==> src/rtl/zbt_arbiter.sv <==
// Three-port ZBT SRAM arbiter: fixed-priority display port with a starvation
// guard, round-robin between the two low ports, and read-data return routing.
module zbt_arbiter #(
  parameter int ADDR_W       = 19,
  parameter int DATA_W       = 36,
  parameter int READ_LAT     = 2,
  parameter int STARVE_LIMIT = 8
) (
  input  logic              clock,
  input  logic              reset,
  input  logic              p0_req,
  input  logic              p0_we,
  input  logic [ADDR_W-1:0] p0_addr,
  input  logic [DATA_W-1:0] p0_wdata,
  output logic              p0_ack,
  output logic              p0_rvalid,
  input  logic              p1_req,
  input  logic              p1_we,
  input  logic [ADDR_W-1:0] p1_addr,
  input  logic [DATA_W-1:0] p1_wdata,
  output logic              p1_ack,
  output logic              p1_rvalid,
  input  logic              p2_req,
  input  logic              p2_we,
  input  logic [ADDR_W-1:0] p2_addr,
  input  logic [DATA_W-1:0] p2_wdata,
  output logic              p2_ack,
  output logic              p2_rvalid,
  output logic [DATA_W-1:0] rdata,
  output logic [ADDR_W-1:0] mem_addr,
  output logic [DATA_W-1:0] mem_write,
  output logic              mem_wr,
  input  logic [DATA_W-1:0] mem_read
);

  typedef struct packed {
    logic       vld;
    logic [1:0] port;
  } tag_t;

  // Stage 0 is aligned with mem_addr; the word for it arrives READ_LAT cycles on.
  localparam int STAGES = READ_LAT;

  logic [2:0]             req, ack, lo_ack;
  logic [2:0][ADDR_W-1:0] p_addr;
  logic [2:0][DATA_W-1:0] p_wdata;
  logic [2:0]             p_we;
  logic [1:0]             sel;
  logic                   lo_pend, mask;

  logic                   rr_q, rr_d;
  logic [7:0]             starve_q, starve_d;
  tag_t [STAGES:0]        tag_q, tag_d;
  logic [ADDR_W-1:0]      mem_addr_q, mem_addr_d;
  logic [DATA_W-1:0]      mem_write_q, mem_write_d;
  logic                   mem_wr_q, mem_wr_d;
  logic [DATA_W-1:0]      rdata_q, rdata_d;
  logic [2:0]             rvalid_q, rvalid_d;

  assign req     = {p2_req, p1_req, p0_req};
  assign p_addr  = {p2_addr, p1_addr, p0_addr};
  assign p_wdata = {p2_wdata, p1_wdata, p0_wdata};
  assign p_we    = {p2_we, p1_we, p0_we};

  // Grant decision: depends only on requests, rr and starve.
  always_comb begin
    ack     = 3'b000;
    lo_ack  = 3'b000;
    lo_pend = req[1] | req[2];
    if (rr_q) lo_ack = req[1] ? 3'b010 : (req[2] ? 3'b100 : 3'b000);
    else      lo_ack = req[2] ? 3'b100 : (req[1] ? 3'b010 : 3'b000);
    mask = lo_pend && (starve_q == 8'(STARVE_LIMIT));
    if (reset)        ack = 3'b000;
    else if (mask)    ack = lo_ack;
    else if (req[0])  ack = 3'b001;
    else if (lo_pend) ack = lo_ack;
  end

  assign sel = ack[2] ? 2'd2 : (ack[1] ? 2'd1 : 2'd0);

  always_comb begin
    rr_d        = rr_q;
    starve_d    = starve_q;
    mem_addr_d  = mem_addr_q;
    mem_write_d = mem_write_q;
    mem_wr_d    = 1'b0;
    rdata_d     = rdata_q;
    rvalid_d    = 3'b000;
    tag_d[0]    = '0;
    for (int k = 1; k <= STAGES; k++) tag_d[k] = tag_q[k-1];

    if (|ack) begin
      mem_addr_d  = p_addr[sel];
      mem_write_d = p_wdata[sel];
      mem_wr_d    = p_we[sel];
      tag_d[0]    = '{vld: ~p_we[sel], port: sel};
    end

    if (ack[1] | ack[2])                              starve_d = 8'd0;
    else if (ack[0] && lo_pend && starve_q != 8'hFF)  starve_d = starve_q + 8'd1;

    if (ack[1])      rr_d = 1'b0;
    else if (ack[2]) rr_d = 1'b1;

    if (tag_q[STAGES].vld) begin
      rdata_d = mem_read;
      case (tag_q[STAGES].port)
        2'd0:    rvalid_d = 3'b001;
        2'd1:    rvalid_d = 3'b010;
        2'd2:    rvalid_d = 3'b100;
        default: rvalid_d = 3'b000;
      endcase
    end
  end

  always_ff @(posedge clock or posedge reset) begin
    if (reset) begin
      rr_q        <= 1'b1;
      starve_q    <= 8'd0;
      tag_q       <= '0;
      mem_addr_q  <= '0;
      mem_write_q <= '0;
      mem_wr_q    <= 1'b0;
      rdata_q     <= '0;
      rvalid_q    <= 3'b000;
    end else begin
      rr_q        <= rr_d;
      starve_q    <= starve_d;
      tag_q       <= tag_d;
      mem_addr_q  <= mem_addr_d;
      mem_write_q <= mem_write_d;
      mem_wr_q    <= mem_wr_d;
      rdata_q     <= rdata_d;
      rvalid_q    <= rvalid_d;
    end
  end

  assign p0_ack    = ack[0];
  assign p1_ack    = ack[1];
  assign p2_ack    = ack[2];
  assign p0_rvalid = rvalid_q[0];
  assign p1_rvalid = rvalid_q[1];
  assign p2_rvalid = rvalid_q[2];
  assign rdata     = rdata_q;
  assign mem_addr  = mem_addr_q;
  assign mem_write = mem_write_q;
  assign mem_wr    = mem_wr_q;

endmodule

==> config.mk <==
export PLATFORM = sky130hd
export DESIGN_NAME = zbt_arbiter
export DESIGN_NICKNAME = d
export VERILOG_FILES = /design/src/rtl/zbt_arbiter.sv
export SDC_FILE = /design/constraint.sdc
export NUM_CORES = 1
export LEC_CHECK = 0
export CAP_MARGIN = 10
export CORE_AREA = 2 2 119 121
export CTS_CLUSTER_SIZE = 30
export DETAILED_ROUTE_END_ITERATION = 16
export DIE_AREA = 0 0 121 123
export DONT_BUFFER_PORTS = 1
export GPL_TIMING_DRIVEN = 0
export PLACE_DENSITY = 0.57
export SLEW_MARGIN = 40
export SYNTH_ARGS = -nofsm -noshare
export SYNTH_HDL_FRONTEND = slang
export SYNTH_SLANG_ARGS = --single-unit
==> constraint.sdc <==
create_clock -name clock -period 7.6 [get_ports clock]
set_clock_uncertainty 0.05 [all_clocks]
set_input_delay 1.52 -clock clock [delete_from_list [all_inputs] [get_ports clock]]
set_output_delay 1.52 -clock clock [all_outputs]
set_load 0.01 [all_outputs]
==> results_dict.tcl <==
set metrics [dict create \
    status "finished, final reports clean" \
    route.antenna.remaining_nets 0 \
    critical_path.cell_chain "buf_2 > a21boi_1 > buf_2 > clkbuf_1 > and3_1" \
    met3_usage 0.0839 \
    yosys.cell_types.count 53 \
    syn-instance-count 470 \
    final_common_cell "dfrtp_1" \
    effective_utilization_at_floorplan 0.418 \
    peak_vdd_ir_mv 0.136 \
    cts.reportedPaths.clkPinSlew_ns 0.05 \
    globalRouteOverflowTotal 0 \
    slowest_stage_delay_cp_ns 0.43 \
    final.min_clock_period_ns 4.64 \
    synth.area.mux_share 0.0768 \
    cts_hold_repair.buffers 0 \
    clock_tree.htree_level_count 4 \
    synthesis.yosys.warnings 0 \
    synth-simple-area-share 0.123 \
    rsz0062_at_grt "no" \
    root_cell_of_the_clock_tree "clkbuf_16" \
    reg_to_reg_endpoint "mem_addr[9]" \
    die_y_um 123 \
    fin_total_pwr_mw 1.78 \
    final-hold-violation-count 0 \
    final_core_utilization 0.479 \
    area_post_placement_um2 5960 \
    cts_made_buffers 17 \
    critPathArrivalTime_ns 3.07 \
    critical_path_required_ns 6.03 \
    via_count_of_the_first_global_routing_pass 4168 \
    clk_latency_ns 0.40 \
    die_width_um 121 \
    rows 43 \
    total_wire_length_after_detailed_routing_mm 16.0 \
    clock_sinks 113 \
    flow.area_growth_from_synthesis_pct 14.7 \
    design.portCount 307 \
    endpoint_type_of_the_worst_setup_path "primary output" \
    synth_enable_flop_cells 0 \
    stdcell_area_um2 6520 \
    synthesis.area_per_instance_um2 12.1 \
    period_share 0.611 \
    place.port_buffers 0 \
    n_antenna_cell 0 \
    postSynth.asyncResetShare 1.00 \
    synth_largest_type_area_fraction 0.493 \
    most_used_routing_layer "met2" \
    drt-wirelength-per-cell_um 23.5 \
    layout_cell_share_with_drive_strength_beyond_1 0.371 \
    total_leakage_power_nw 2.62 \
    worst_case_headroom_to_the_max_slew_limit 0.490 \
    grt_usage 0.212 \
    postSynthRegisterBits 113 \
    via_cell_ratio 6.01 \
    critPathLaunchType "input port" \
    max_cap_viol_count 0 \
    min_delay_path_depth 0 \
    hp-class "register to register" \
    drt_drc_violations_left 0 \
    r2r.worst_path.cells 7 \
    hold_path.startpoint "tag_d[7]" \
    timing.critical_path.slowest_stage_cell "clkbuf_1" \
    grt_max_degree 47 \
    cts_post_setup_buffers_inserted 0 \
    post-synth-top-area-cell "dfrtp_1" \
    drt_iter0_drc 144 \
    drt_first_pass_iters 4 \
    ctsLongestPathBuffers 2 \
    grtUsageMet2 0.360 \
    place.gp.congestion 0.805 \
    share_of_the_synthesized_netlist_area_taken_by_xor_and_xnor_gates 0.00308 \
    detailedPlacementHpwl_mm 12.3 \
    path_max_fanout 10 \
    mappedNetlistArea_um2 5690 \
    netlist_top_cells_area "dfrtp_1, o31ai_2, mux2_2, a221oi_2, nor2_2" \
    layout_common_cells "dfrtp_1, nand2_1, o31ai_2" \
    critPathMostFrequentCell "buf_2" \
    use_met1 0.243 \
    cts_repair_resize_count 0 \
    synth_top_family_by_area "compound AO/OA/AOI/OAI gates" \
    design.final.nets 702 \
    slew_viol_final 0 \
    postSynthNetCount 681 \
    synth-seq-area-share 0.497 \
    worst_hold_path.endpoint "tag_q[7]" \
    critPathKind "input port to primary output" \
    design.die.area_um2 14900 \
    worst-slew-pin-transition_ns 0.765 \
    ys.flop_type "dfrtp_1" \
    design.core.area_um2 13600 \
    worst-r2r-setup-slack_ns 5.06 \
    antenna_violations_before_repair 0 \
    route.vias.total 4096 \
    achievable-frequency_ghz 0.215 \
    synth-compound-area-share 0.254 \
    grt_pass1_wl_mm 23.7 \
    finalSetupViolations 0 \
    synth-adder-area-share 0.00440 \
    power_density_nw_per_um2 272 \
    cts_tree "done" \
    reg2reg_from "starve_q[0]" \
]
report_power, final:
group | leakage [nW] | internal (mW) | switching, mW
registers | 1.38 | 0.684 | 0.0969
clock network | 0.280 | 0.493 | 0.256
logic | 0.963 | 0.109 | 0.136
cells by family (layout without fill, tap and decap cells):
family | after synthesis | after routing
xor+xnor | 2 | 2
flops | 113 | 113
fa+ha+maj | 2 | 2
mux | 39 | 39
compound gates | 132 | 132
simple gates | 135 | 135
buf+inv | 47 | 78
through the flow:
| stage | instances | setup WS (ns) | setup TNS [ns] | hold WS (ns) |
|---|---|---|---|---|
| 5_1_grt | 681 | 2.79 | 0 | 0.304 |
| 3_5_place_dp | 652 | 2.91 | 0 | 0.285 |
| 4_1_cts | 681 | 2.93 | 0 | 0.293 |
| 3_3_place_gp | 650 | -0.447 | -0.792 | 0.285 |
| 6_report | 681 | 2.96 | 0 | 0.295 |
| 2_1_floorplan | 470 | 0.936 | 0 | 0.281 |
metal layers:
metal | up-vias | share of wire
li1 | 1849 | -
met1 | 2015 | 0.38
met2 | 216 | 0.51
met3 | 16 | 0.095
met4 | 0 | 0.012
met5 | - | 0
final cells by class:
| cell class | instances | area [um^2] |
|---|---|---|
| Buffer | 43 | 218 |
| Clock buffer | 24 | 512 |
| Clock inverter | 5 | 52.6 |
| Fill cell | 1260 | 7090 |
| Inverter | 4 | 20.0 |
| Multi-Input combinational cell | 310 | 2630 |
| Sequential cell | 113 | 2830 |
| Tap cell | 180 | 225 |
| Timing Repair Buffer | 2 | 40.0 |
synthesized netlist by cell type, types with 2 or more instances:
library cell	count
a21oi_1	4
a221o_1	11
a221oi_1	24
a221oi_2	20
a32o_1	2
a32oi_1	11
and2_1	2
and3_1	8
buf_2	3
buf_6	7
clkbuf_1	32
dfrtp_1	112
ha_1	2
inv_1	3
mux2_2	36
mux2i_1	2
nand2_1	47
nand3_1	3
nand4_1	2
nor2_1	10
nor2_2	40
nor3_1	13
o21ai_0	2
o21bai_1	2
o31ai_2	44
sequential cells by signal, indices dropped and copies added, names as in the netlist:
register	cells
tag_d	6
rvalid_q	3
rdata	36
rr_q	1
mem_addr	19
mem_wr	1
starve_q	8
tag_q	3
mem_write	36
critical path: cells and delay by family:
family	cells	cell delay, ns
and+or+nand+nor	1	0.28
AOI/OAI and AO/OA	1	0.35
buffers and inverters	3	0.91
how the worst max path moves through the flow:
stage | start | to | slack, ns
after floorplan | reset | p0_ack | 0.94
after global placement | reset | p0_ack | -0.45
after detailed placement | p1_req | p2_ack | 2.91
after CTS | p1_req | p2_ack | 2.93
after global routing | p1_req | p2_ack | 2.79
final | p1_req | p2_ack | 2.96
Note: power is estimated with default switching activity, not from simulation.
